**src/rtl/tinyqv_div_sequencer_pkg.sv**
```systemverilog
// Shared definitions for the TinyQV division sequencer: ALU opcodes it issues,
// op-field bit positions and the sequencer state enumeration.
package tinyqv_div_sequencer_pkg;

  localparam logic [3:0] ALU_ADD  = 4'b0000;
  localparam logic [3:0] ALU_SUB  = 4'b1000;
  localparam logic [3:0] ALU_SLTU = 4'b0011;

  localparam int unsigned OP_UNSIGNED = 0;
  localparam int unsigned OP_REM      = 1;

  typedef enum logic [2:0] {
    StIdle,
    StAbsA,
    StAbsB,
    StCmp,
    StSub,
    StFixQ,
    StFixR,
    StDone
  } div_state_e;

endpackage

```
**src/rtl/tinyqv_div_sequencer.sv**
```systemverilog
// Multi-cycle DIV/DIVU/REM/REMU sequencer. Borrows the shared ALU through a
// request/grant port and runs a 32-step restoring division on its SUB and SLTU.
module tinyqv_div_sequencer
  import tinyqv_div_sequencer_pkg::*;
(
  input  logic        clk,
  input  logic        rst,
  input  logic        start,
  input  logic [1:0]  op,
  input  logic [31:0] a,
  input  logic [31:0] b,
  output logic        busy,
  output logic        done,
  output logic [31:0] result,
  output logic        alu_req,
  input  logic        alu_gnt,
  output logic [3:0]  alu_op,
  output logic [31:0] alu_a,
  output logic [31:0] alu_b,
  input  logic [31:0] alu_d,
  input  logic        alu_cmp
);

  div_state_e  state_q, state_d;
  logic [31:0] q_q, q_d;        // dividend, shifted into quotient
  logic [31:0] r_q, r_d;        // partial remainder
  logic [31:0] d_q, d_d;        // divisor magnitude
  logic [4:0]  cnt_q, cnt_d;
  logic        take_q, take_d;
  logic        neg_quo_q, neg_quo_d;
  logic        neg_rem_q, neg_rem_d;
  logic        is_rem_q, is_rem_d;
  logic        is_signed_q, is_signed_d;
  logic [31:0] result_q, result_d;

  logic [31:0] rs;
  logic        hi;

  assign rs     = {r_q[30:0], q_q[31]};
  assign hi     = r_q[31];
  assign result = result_q;

  // Next-state, datapath updates and ALU port drive
  always_comb begin
    state_d     = state_q;
    q_d         = q_q;
    r_d         = r_q;
    d_d         = d_q;
    cnt_d       = cnt_q;
    take_d      = take_q;
    neg_quo_d   = neg_quo_q;
    neg_rem_d   = neg_rem_q;
    is_rem_d    = is_rem_q;
    is_signed_d = is_signed_q;
    result_d    = result_q;
    busy        = (state_q != StIdle);
    done        = (state_q == StDone);
    alu_req     = 1'b0;
    alu_op      = '0;
    alu_a       = '0;
    alu_b       = '0;

    unique case (state_q)
      StIdle: begin
        if (start) begin
          q_d         = a;
          d_d         = b;
          r_d         = '0;
          cnt_d       = '0;
          take_d      = 1'b0;
          is_rem_d    = op[OP_REM];
          is_signed_d = ~op[OP_UNSIGNED];
          neg_quo_d   = ~op[OP_UNSIGNED] & (a[31] ^ b[31]);
          neg_rem_d   = ~op[OP_UNSIGNED] & a[31];
          if (b == '0) begin
            // Divide by zero never touches the ALU
            result_d = op[OP_REM] ? a : 32'hFFFF_FFFF;
            state_d  = StDone;
          end else begin
            state_d = StAbsA;
          end
        end
      end
      StAbsA: begin
        alu_req = 1'b1;
        alu_op  = ALU_SUB;
        alu_b   = q_q;
        if (alu_gnt) begin
          if (is_signed_q && q_q[31]) q_d = alu_d;
          state_d = StAbsB;
        end
      end
      StAbsB: begin
        alu_req = 1'b1;
        alu_op  = ALU_SUB;
        alu_b   = d_q;
        if (alu_gnt) begin
          if (is_signed_q && d_q[31]) d_d = alu_d;
          state_d = StCmp;
        end
      end
      StCmp: begin
        alu_req = 1'b1;
        alu_op  = ALU_SLTU;
        alu_a   = rs;
        alu_b   = d_q;
        if (alu_gnt) begin
          // The shifted-out bit makes Rs >= 2^32 > D, so hi forces a take
          take_d  = hi | ~alu_cmp;
          state_d = StSub;
        end
      end
      StSub: begin
        alu_req = 1'b1;
        alu_op  = ALU_SUB;
        alu_a   = rs;
        alu_b   = d_q;
        if (alu_gnt) begin
          r_d     = take_q ? alu_d : rs;
          q_d     = {q_q[30:0], take_q};
          cnt_d   = cnt_q + 5'd1;
          state_d = (cnt_q == 5'd31) ? StFixQ : StCmp;
        end
      end
      StFixQ: begin
        alu_req = 1'b1;
        alu_op  = ALU_SUB;
        alu_b   = q_q;
        if (alu_gnt) begin
          if (neg_quo_q) q_d = alu_d;
          state_d = StFixR;
        end
      end
      StFixR: begin
        alu_req = 1'b1;
        alu_op  = ALU_SUB;
        alu_b   = r_q;
        if (alu_gnt) begin
          if (neg_rem_q) r_d = alu_d;
          result_d = is_rem_q ? (neg_rem_q ? alu_d : r_q) : q_q;
          state_d  = StDone;
        end
      end
      StDone: begin
        state_d = StIdle;
      end
      default: begin
        state_d = StIdle;
      end
    endcase
  end

  // State and datapath registers with synchronous reset
  always_ff @(posedge clk) begin
    if (rst) begin
      state_q     <= StIdle;
      q_q         <= '0;
      r_q         <= '0;
      d_q         <= '0;
      cnt_q       <= '0;
      take_q      <= 1'b0;
      neg_quo_q   <= 1'b0;
      neg_rem_q   <= 1'b0;
      is_rem_q    <= 1'b0;
      is_signed_q <= 1'b0;
      result_q    <= '0;
    end else begin
      state_q     <= state_d;
      q_q         <= q_d;
      r_q         <= r_d;
      d_q         <= d_d;
      cnt_q       <= cnt_d;
      take_q      <= take_d;
      neg_quo_q   <= neg_quo_d;
      neg_rem_q   <= neg_rem_d;
      is_rem_q    <= is_rem_d;
      is_signed_q <= is_signed_d;
      result_q    <= result_d;
    end
  end

endmodule

```
**config.mk**
```make
export PLATFORM = sky130hd
export DESIGN_NAME = tinyqv_div_sequencer
export DESIGN_NICKNAME = d
export VERILOG_FILES = /design/src/rtl/tinyqv_div_sequencer_pkg.sv /design/src/rtl/tinyqv_div_sequencer.sv
export SDC_FILE = /design/constraint.sdc
export NUM_CORES = 1
export LEC_CHECK = 0
export CORE_MARGIN = 2
export CORE_UTILIZATION = 46
export DETAILED_ROUTE_END_ITERATION = 10
export HOLD_SLACK_MARGIN = 0.06
export PLACE_DENSITY_LB_ADDON = 0.05
export SETUP_SLACK_MARGIN = 0.05
export SYNTH_ARGS = -nofsm -noshare
export SYNTH_HDL_FRONTEND = slang
export SYNTH_SLANG_ARGS = --single-unit
```
**constraint.sdc**
```tcl
create_clock -name clk -period 1.95 [get_ports clk]
set_clock_uncertainty 0.15 [all_clocks]
set_input_delay 0.4875 -clock clk [delete_from_list [all_inputs] [get_ports clk]]
set_output_delay 0.4875 -clock clk [all_outputs]
set_load 0.05 [all_outputs]
```
==> impl_metrics.py, run 1 <==
metrics = {
    "die": {
        "start_util_pct": 46.7,
        "dieHeight_um": 144,
        "dieArea_um2": 20800,
        "core_region_area_um2": 19400,
        "rows": 51,
        "die_x_um": 144,
        "num_io_pins": 206,
    },
    "worst_setup_path": {
        "startpoint": "state_q[1]",
        "critPathTopFamily": "compound AO/OA/AOI/OAI gates",
        "rr_worst_depth": 12,
        "crit-reg2reg-capture": "d_q[15]",
        "critPathArrivalTime_ps": 2030,
        "path_depth": 6,
        "crit_path_max_fanout": 5,
        "cp_slowest_cell": "a222oi_1",
        "critPathLaunchType": "flop",
        "worstSetupEndpointType": "primary output",
        "crit_end": "alu_b[10]",
        "cp_cell_sequence": "nor2b_4 > nand2b_4 > a222oi_1 > buf_4 > inv_2 > buf_6",
        "cp_num_buf_inv": 3,
        "r2r_start": "state_q[1]",
        "worstSetupPathType": "flop to primary output",
        "critPathRequiredTime_ps": 1310,
        "rrSetupSlack_ps": -420,
        "slowest_delay_ps": 490,
    },
    "yosys": {
        "avgSynthCellArea_um2": 7.99,
        "yosys_warnings": 0,
        "yosys.area_share.simple_pct": 20.7,
        "synth_cell_types": 44,
        "synth_top_family_by_area": "compound AO/OA/AOI/OAI gates",
        "syn-num-nets": 1240,
        "netlist_area_um2": 9060,
        "ys_ff_latch": 141,
        "synth_adder_area_share_pct": 0.276,
        "ys_seq_area_share_pct": 31.1,
        "synthCells": 1135,
        "synth_xor_xnor_area_share_pct": 0.387,
        "muxShareOfSynthArea_pct": 19.3,
        "synth_compound_area_share_pct": 21.7,
    },
    "layout": {
        "nets": 1544,
        "final_cell_mix": "163 x buf_4, 136 x dfxtp_1, 131 x mux2i_1",
        "layout_commonest_cell": "buf_4",
        "finalNonFillerCells": 1717,
        "fillers": 1446,
        "antennaDiodeCount": 0,
        "drive_gt1_share_pct": 34.8,
        "area_growth_pct": 61.0,
    },
    "timing": {
        "hold_viol": 0,
        "slew_violations": 0,
        "timing.final.ws_setup_ps": -719,
        "finalCriticalPeriod_ps": 2670,
        "setup_viol": 181,
        "max_freq_ghz": 0.375,
        "worst_pin_slew_ps": 537,
        "relSlewSlack_pct": 64.2,
        "rsz0062_at_grt": "true",
        "min_period_over_period_pct": 137,
    },
    "power_and_ir_drop": {
        "p_sw_mw": 7.31,
        "powerDensity_nw_per_um2": 1200,
        "swShare_pct": 41.7,
        "leakagePower_nw": 5.80,
        "clkPwrFrac_pct": 19.1,
        "combPwrFrac_pct": 56.2,
        "vdd_drop_max_v": 0.000772,
        "power_frac_seq_pct": 24.7,
        "internal_power_mw": 10.2,
    },
    "drt": {
        "ant_nets": 0,
        "post-route-drc-count": 0,
        "via_per_inst": 6.05,
        "postRouteWirelength_mm": 37.9,
        "wire_per_inst_um": 22.1,
        "via_count": 10400,
        "drtIter0Drc": 1264,
        "first_pass_iters": 9,
    },
    "clock_tree": {
        "cts_tree": "yes",
        "clock_path_buffers": 2,
        "clk_pin_slew_ps": 60,
        "numCtsBuffers": 17,
        "cts_sinks": 141,
        "root_buffer": "clkbuf_16",
        "htree_levels": 4,
        "clk_latency_ps": 430,
    },
    "status": {
        "status": "finished with violations",
        "violations": "negative setup slack",
    },
    "global_route": {
        "grt_pass1_vias": 9782,
        "grt_usage_pct": 34.2,
        "grt_max_degree": 36,
        "gr-total-overflow": 0,
        "antenna_found_initial": 0,
        "grt_pass1_wl_mm": 54.8,
    },
    "placed_design": {
        "io_buffer_count": 204,
        "place_congestion": 0.868,
        "dp_cells": 1645,
        "dpl.hpwl_mm": 23.7,
        "pre_cts_ws_ps": -695,
    },
    "min_path": {
        "worstHoldPathType": "input port to flop",
    },
    "job": {
        "maxCapViolations": 0,
    },
}
-- synthesized netlist by cell type --
| cell type | instances | area [um^2] |
|---|---|---|
| nor2_1 | 110 | 413 |
| clkbuf_2 | 3 | 15.0 |
| nor4_1 | 9 | 56.3 |
| or4_1 | 1 | 7.51 |
| a22oi_1 | 44 | 330 |
| nor2b_1 | 33 | 206 |
| conb_1 | 1 | 3.75 |
| xor2_1 | 1 | 8.76 |
| a32oi_1 | 2 | 17.5 |
| nand2b_1 | 4 | 25.0 |
| and4_1 | 1 | 8.76 |
| o21ai_0 | 114 | 571 |
| buf_2 | 20 | 100 |
| inv_1 | 24 | 90.1 |
| nand3b_1 | 3 | 22.5 |
| mux2i_1 | 140 | 1400 |
| a21oi_2 | 1 | 8.76 |
| o211ai_1 | 32 | 240 |
| nor3_1 | 7 | 35.0 |
| a222oi_1 | 20 | 200 |
| nand2_4 | 1 | 11.3 |
| a22oi_4 | 1 | 21.3 |
| a211oi_2 | 1 | 12.5 |
| o221ai_1 | 1 | 8.76 |
| buf_4 | 8 | 60.1 |
| mux2_2 | 31 | 349 |
| nor3_4 | 1 | 16.3 |
| buf_1 | 6 | 22.5 |
| clkbuf_1 | 77 | 289 |
| nand2_1 | 105 | 394 |
| or3b_1 | 1 | 8.76 |
| dfxtp_1 | 141 | 2820 |
| and3b_1 | 1 | 8.76 |
| o21a_1 | 2 | 15.0 |
| nand3_1 | 36 | 180 |
| ha_1 | 2 | 25.0 |
| nand4_1 | 1 | 6.26 |
| a211oi_1 | 65 | 488 |
| nor3b_1 | 33 | 248 |
| o21bai_1 | 1 | 7.51 |
| and3_1 | 3 | 18.8 |
| and2_1 | 34 | 213 |
| xnor2_1 | 3 | 26.3 |
| a21oi_1 | 10 | 50.1 |
-- registers in the layout (all words and copies together) (netlist names), 3 cells and up --
register,flops
d_q,32
cnt_q,5
r_q,32
state_q,3
result,32
q_q,32
-- cell type report --
cell class                      instances  area, um^2  share of cell area (%)
Multi-Input combinational cell        859        6330                    43.4
Tap cell                              265         332                    2.27
Timing Repair Buffer                  396        4400                    30.2
Clock inverter                          9         110                   0.755
Sequential cell                       141        2830                    19.4
Clock buffer                           23         488                    3.34
Inverter                               24        93.8                   0.643
-- worst register-to-register path: stages, from the launching register on --
cell and delay [ps]:
dfxtp_4 360, buf_4 170, buf_12 150, nor3_4 240
buf_6 140, nand2_4 70, buf_4 150, a22oi_4 140
buf_12 150, buf_6 90, buf_6 100, bufbuf_16 270
a211oi_1 80
-- what timing repair did --
action | 4_1_cts | 5_1_grt
resized for setup | 116 | 76
cloned | 12 | 7
buffers inserted | 13 | 8
endpoints found under the setup margin | 202 | 210
pin swaps | 25 | 29
hold buffers | 0 | 0
-- per-layer routing --
metal	up-vias	track usage [%]	wire (um)	part of all wire [%]
li1	4726	-	-	-
met1	4945	44.8	15300	40
met2	627	54.9	17600	47
met3	98	7.38	3720	9.8
met4	0	13.8	1250	3.3
met5	-	0	0	0
-- worst min path at each step --
stage / start / end / cells past startpoint
floorplan: neg_quo_q / neg_quo_q / 2
CTS: rst / r_q[15] / 2
detailed placement: neg_quo_q / neg_quo_q / 2
finish: rst / r_q[15] / 2
global placement: neg_quo_q / neg_quo_q / 2
global route: rst / r_q[15] / 2
-- cells by family (layout without fill, tap and decap cells) --
group / after synthesis / after routing
AO/OA/AOI/OAI: 294 / 294
XOR/XNOR: 4 / 4
adder cells (fa/ha/maj): 2 / 2
buffers and inverters: 138 / 452
flip-flops: 141 / 141
multiplexers: 171 / 171
other: 1 / 1
AND/OR/NAND/NOR: 384 / 387
-- power by group through the flow --
stage,Clock [mW],Sequential [mW],Combinational (mW)
6_report,3.35,4.33,9.84
5_1_grt,3.48,4.38,10.3
4_1_cts,3.34,4.27,9.17
3_5_place_dp,0,4.28,7.95
3_3_place_gp,0,4.27,7.84
2_1_floorplan,0,4.04,5.28
-- metrics by stage --
step / power, mW / area, um^2 / setup TNS (ps) / hold slack [ps] / util [%]
after global routing: 18.2 / 14600 / -69620 / 218 / 75.2
after detailed placement: 12.2 / 12700 / -71950 / 339 / 65.6
final: 17.5 / 14600 / -56910 / 228 / 75.2
after floorplan: 9.31 / 9550 / -2880 / 301 / -
after global placement: 12.1 / 12700 / -70890 / 321 / 65.6
after CTS: 16.8 / 14100 / -53650 / 227 / 72.9
Power figures use the tool's default switching activity.
==> inputs of run 2 (changes only) <==
--- a/config.mk
+++ b/config.mk
@@ -6,7 +6,7 @@
 export NUM_CORES = 1
 export LEC_CHECK = 0
 export CORE_MARGIN = 2
-export CORE_UTILIZATION = 46
+export CORE_UTILIZATION = 51
 export DETAILED_ROUTE_END_ITERATION = 10
 export HOLD_SLACK_MARGIN = 0.06
 export PLACE_DENSITY_LB_ADDON = 0.05
==> constraint.sdc (replaced) <==
create_clock -name clk -period 2.55 [get_ports clk]
set_clock_uncertainty 0.15 [all_clocks]
set_input_delay 0.6375 -clock clk [delete_from_list [all_inputs] [get_ports clk]]
set_output_delay 0.6375 -clock clk [all_outputs]
set_load 0.05 [all_outputs]
==> run 2 against run 1 <==
Net effect: highest routed layer unchanged; register-to-register slack improved by 780 ps; the flow still finishes with violations (negative setup slack); hold slack better by 110 ps; final area fell by 8.0%; largest power group unchanged; die area shrank 9.5%; critical path type unchanged; final cell count down 7.1%; via count shrank 3.3%.
==> impl_metrics.py, run 2 (synthesized netlist as in run 1, its figures left out) <==
metrics = {
    "layout": {
        "antennaDiodeCount": 0,
        "layout_commonest_cell": "mux2i_1",
        "drive_gt1_share_pct": 25.7,
        "final_cell_mix": "137 x mux2i_1, 136 x dfxtp_1, 133 x clkdlybuf4s50_1",
        "nets": 1462,
        "area_growth_pct": 48.1,
        "final_area_um2": 13400,
        "final_util_pct": 77.3,
    },
    "timing": {
        "min_period_over_period_pct": 108,
        "max_freq_ghz": 0.362,
        "rsz0062_at_grt": "true",
        "relSlewSlack_pct": 55.8,
        "slew_violations": 0,
        "worst_pin_slew_ps": 662,
        "hold_viol": 0,
        "setup_viol": 55,
        "timing.final.ws_setup_ps": -209,
        "finalCriticalPeriod_ps": 2760,
    },
    "min_path": {
        "worstHoldPathType": "flop to flop",
        "whs_path_depth": 2,
    },
    "placed_design": {
        "dpl.hpwl_mm": 21.6,
        "io_buffer_count": 204,
        "placed_area_um2": 12100,
        "pre_cts_ws_ps": -262,
        "place_congestion": 0.865,
    },
    "worst_setup_path": {
        "startpoint": "state_q[1]",
        "critPathRequiredTime_ps": 1760,
        "rrSetupSlack_ps": 360,
        "cp_common_cell": "buf_6",
        "r2r_start": "state_q[1]",
        "crit_end": "alu_b[10]",
        "slowest_delay_ps": 480,
        "crit-reg2reg-capture": "result[31]",
        "crit_path_max_fanout": 8,
        "critPathLaunchType": "flop",
        "path_depth": 7,
        "worstSetupEndpointType": "primary output",
        "critPathArrivalTime_ps": 1970,
        "cp_num_buf_inv": 5,
        "rr_worst_depth": 8,
        "worstSetupPathType": "flop to primary output",
        "cp_cell_sequence": "buf_6 > nor2_4 > buf_12 > buf_6 > a222oi_1 > inv_2 > buf_8",
        "critPathTopFamily": "buffers and inverters",
        "cp_slowest_cell": "a222oi_1",
    },
    "drt": {
        "post-route-drc-count": 0,
        "top_layer": "met4",
        "drtIter0Drc": 1255,
        "wire_per_inst_um": 21.1,
        "met1Wirelength_mm": 13.6,
        "postRouteWirelength_mm": 33.6,
        "via_per_inst": 6.30,
        "dr_wl_met2_mm": 16.1,
        "ant_nets": 0,
        "first_pass_iters": 6,
        "via_count": 10000,
        "wl_met3_mm": 2.90,
    },
    "power_and_ir_drop": {
        "vdd_drop_max_v": 0.000760,
        "total_power_mw": 12.4,
        "powerDensity_nw_per_um2": 928,
        "leakagePower_nw": 5.09,
    },
    "clock_tree": {
        "root_buffer": "clkbuf_16",
        "htree_levels": 4,
        "clk_pin_slew_ps": 60,
        "cts_tree": "yes",
        "numCtsBuffers": 17,
        "clock_path_buffers": 2,
        "clk_latency_ps": 420,
        "cts_sinks": 141,
    },
    "die": {
        "dieArea_um2": 18900,
        "die_x_um": 137,
        "dieHeight_um": 137,
        "num_io_pins": 206,
        "core_region_area_um2": 17400,
        "start_util_pct": 52.2,
        "rows": 48,
    },
    "global_route": {
        "grt_pass1_vias": 9390,
        "grt_usage_pct": 34.5,
        "gr-total-overflow": 0,
        "antenna_found_initial": 0,
        "grt_pass1_wl_mm": 50.8,
        "grt_max_degree": 78,
    },
    "status": {
        "violations": "negative setup slack",
        "status": "finished with violations",
    },
    "job": {
        "maxCapViolations": 0,
    },
}
==> run 2: changes by cell type in the layout (fill, tap and decap cells not counted), moves of 20 or more <==
cell | previous run | this run
buf_4 | 163 | 95
buf_6 | 68 | 12
buf_8 | 1 | 36
clkdlybuf4s50_1 | 88 | 133
o21ai_0 | 69 | 100
o21ai_1 | 20 | 0
==> run 2: layout make-up <==
cell class / count / area [um^2]
tap: 225 / 282
fill: 1228 / 3940
multi-input combinational: 856 / 6010
sequential: 141 / 2830
timing repair buffer: 317 / 3550
clock buffer: 21 / 460
clock inverter: 11 / 189
inverter: 24 / 93.8
==> run 2: repair_timing <==
item	CTS	global route
buffers inserted	13	2
cloned	3	1
endpoints found under the setup margin	69	69
resized for setup	128	43
pin swaps	24	5
hold buffers	0	0
==> run 2: worst min-delay path by stage <==
stage	from	to	slack, ps
final	neg_quo_q	neg_quo_q	340
after global routing	d_q[21]	d_q[21]	370
after CTS	neg_quo_q	neg_quo_q	340
after global placement	neg_quo_q	neg_quo_q	320
after floorplan	neg_quo_q	neg_quo_q	300
after detailed placement	neg_quo_q	neg_quo_q	330
==> run 2: per-layer routing <==
layer  global-route usage, %  vias up
met4                    14.3        0
li1                        -     4560
met1                    45.1     4838
met5                       0        -
met3                    6.07       84
met2                    56.2      567
==> run 2: where the power goes <==
part | leakage, nW | switching (mW) | internal [mW]
clock | 0.313 | 0.998 | 1.79
sequential | 1.16 | 0.608 | 2.71
combinational | 3.62 | 3.54 | 2.81
==> run 2: worst reg2reg max path, delay by kind of cell, from the launching register on <==
kind                   cells  cell delay, ps
and+or+nand+nor            3             790
buffers and inverters      3             490
DFF                        1             360
AOI/OAI and AO/OA          2             340
==> run 2: metrics by stage <==
stage	setup TNS, ps	hold slack, ps	std cells
global placement	-5120	321	1549
CTS	-5620	342	1595
detailed placement	-8820	328	1549
finish	-7370	338	1595
global route	-10590	371	1595
floorplan	0	301	1135
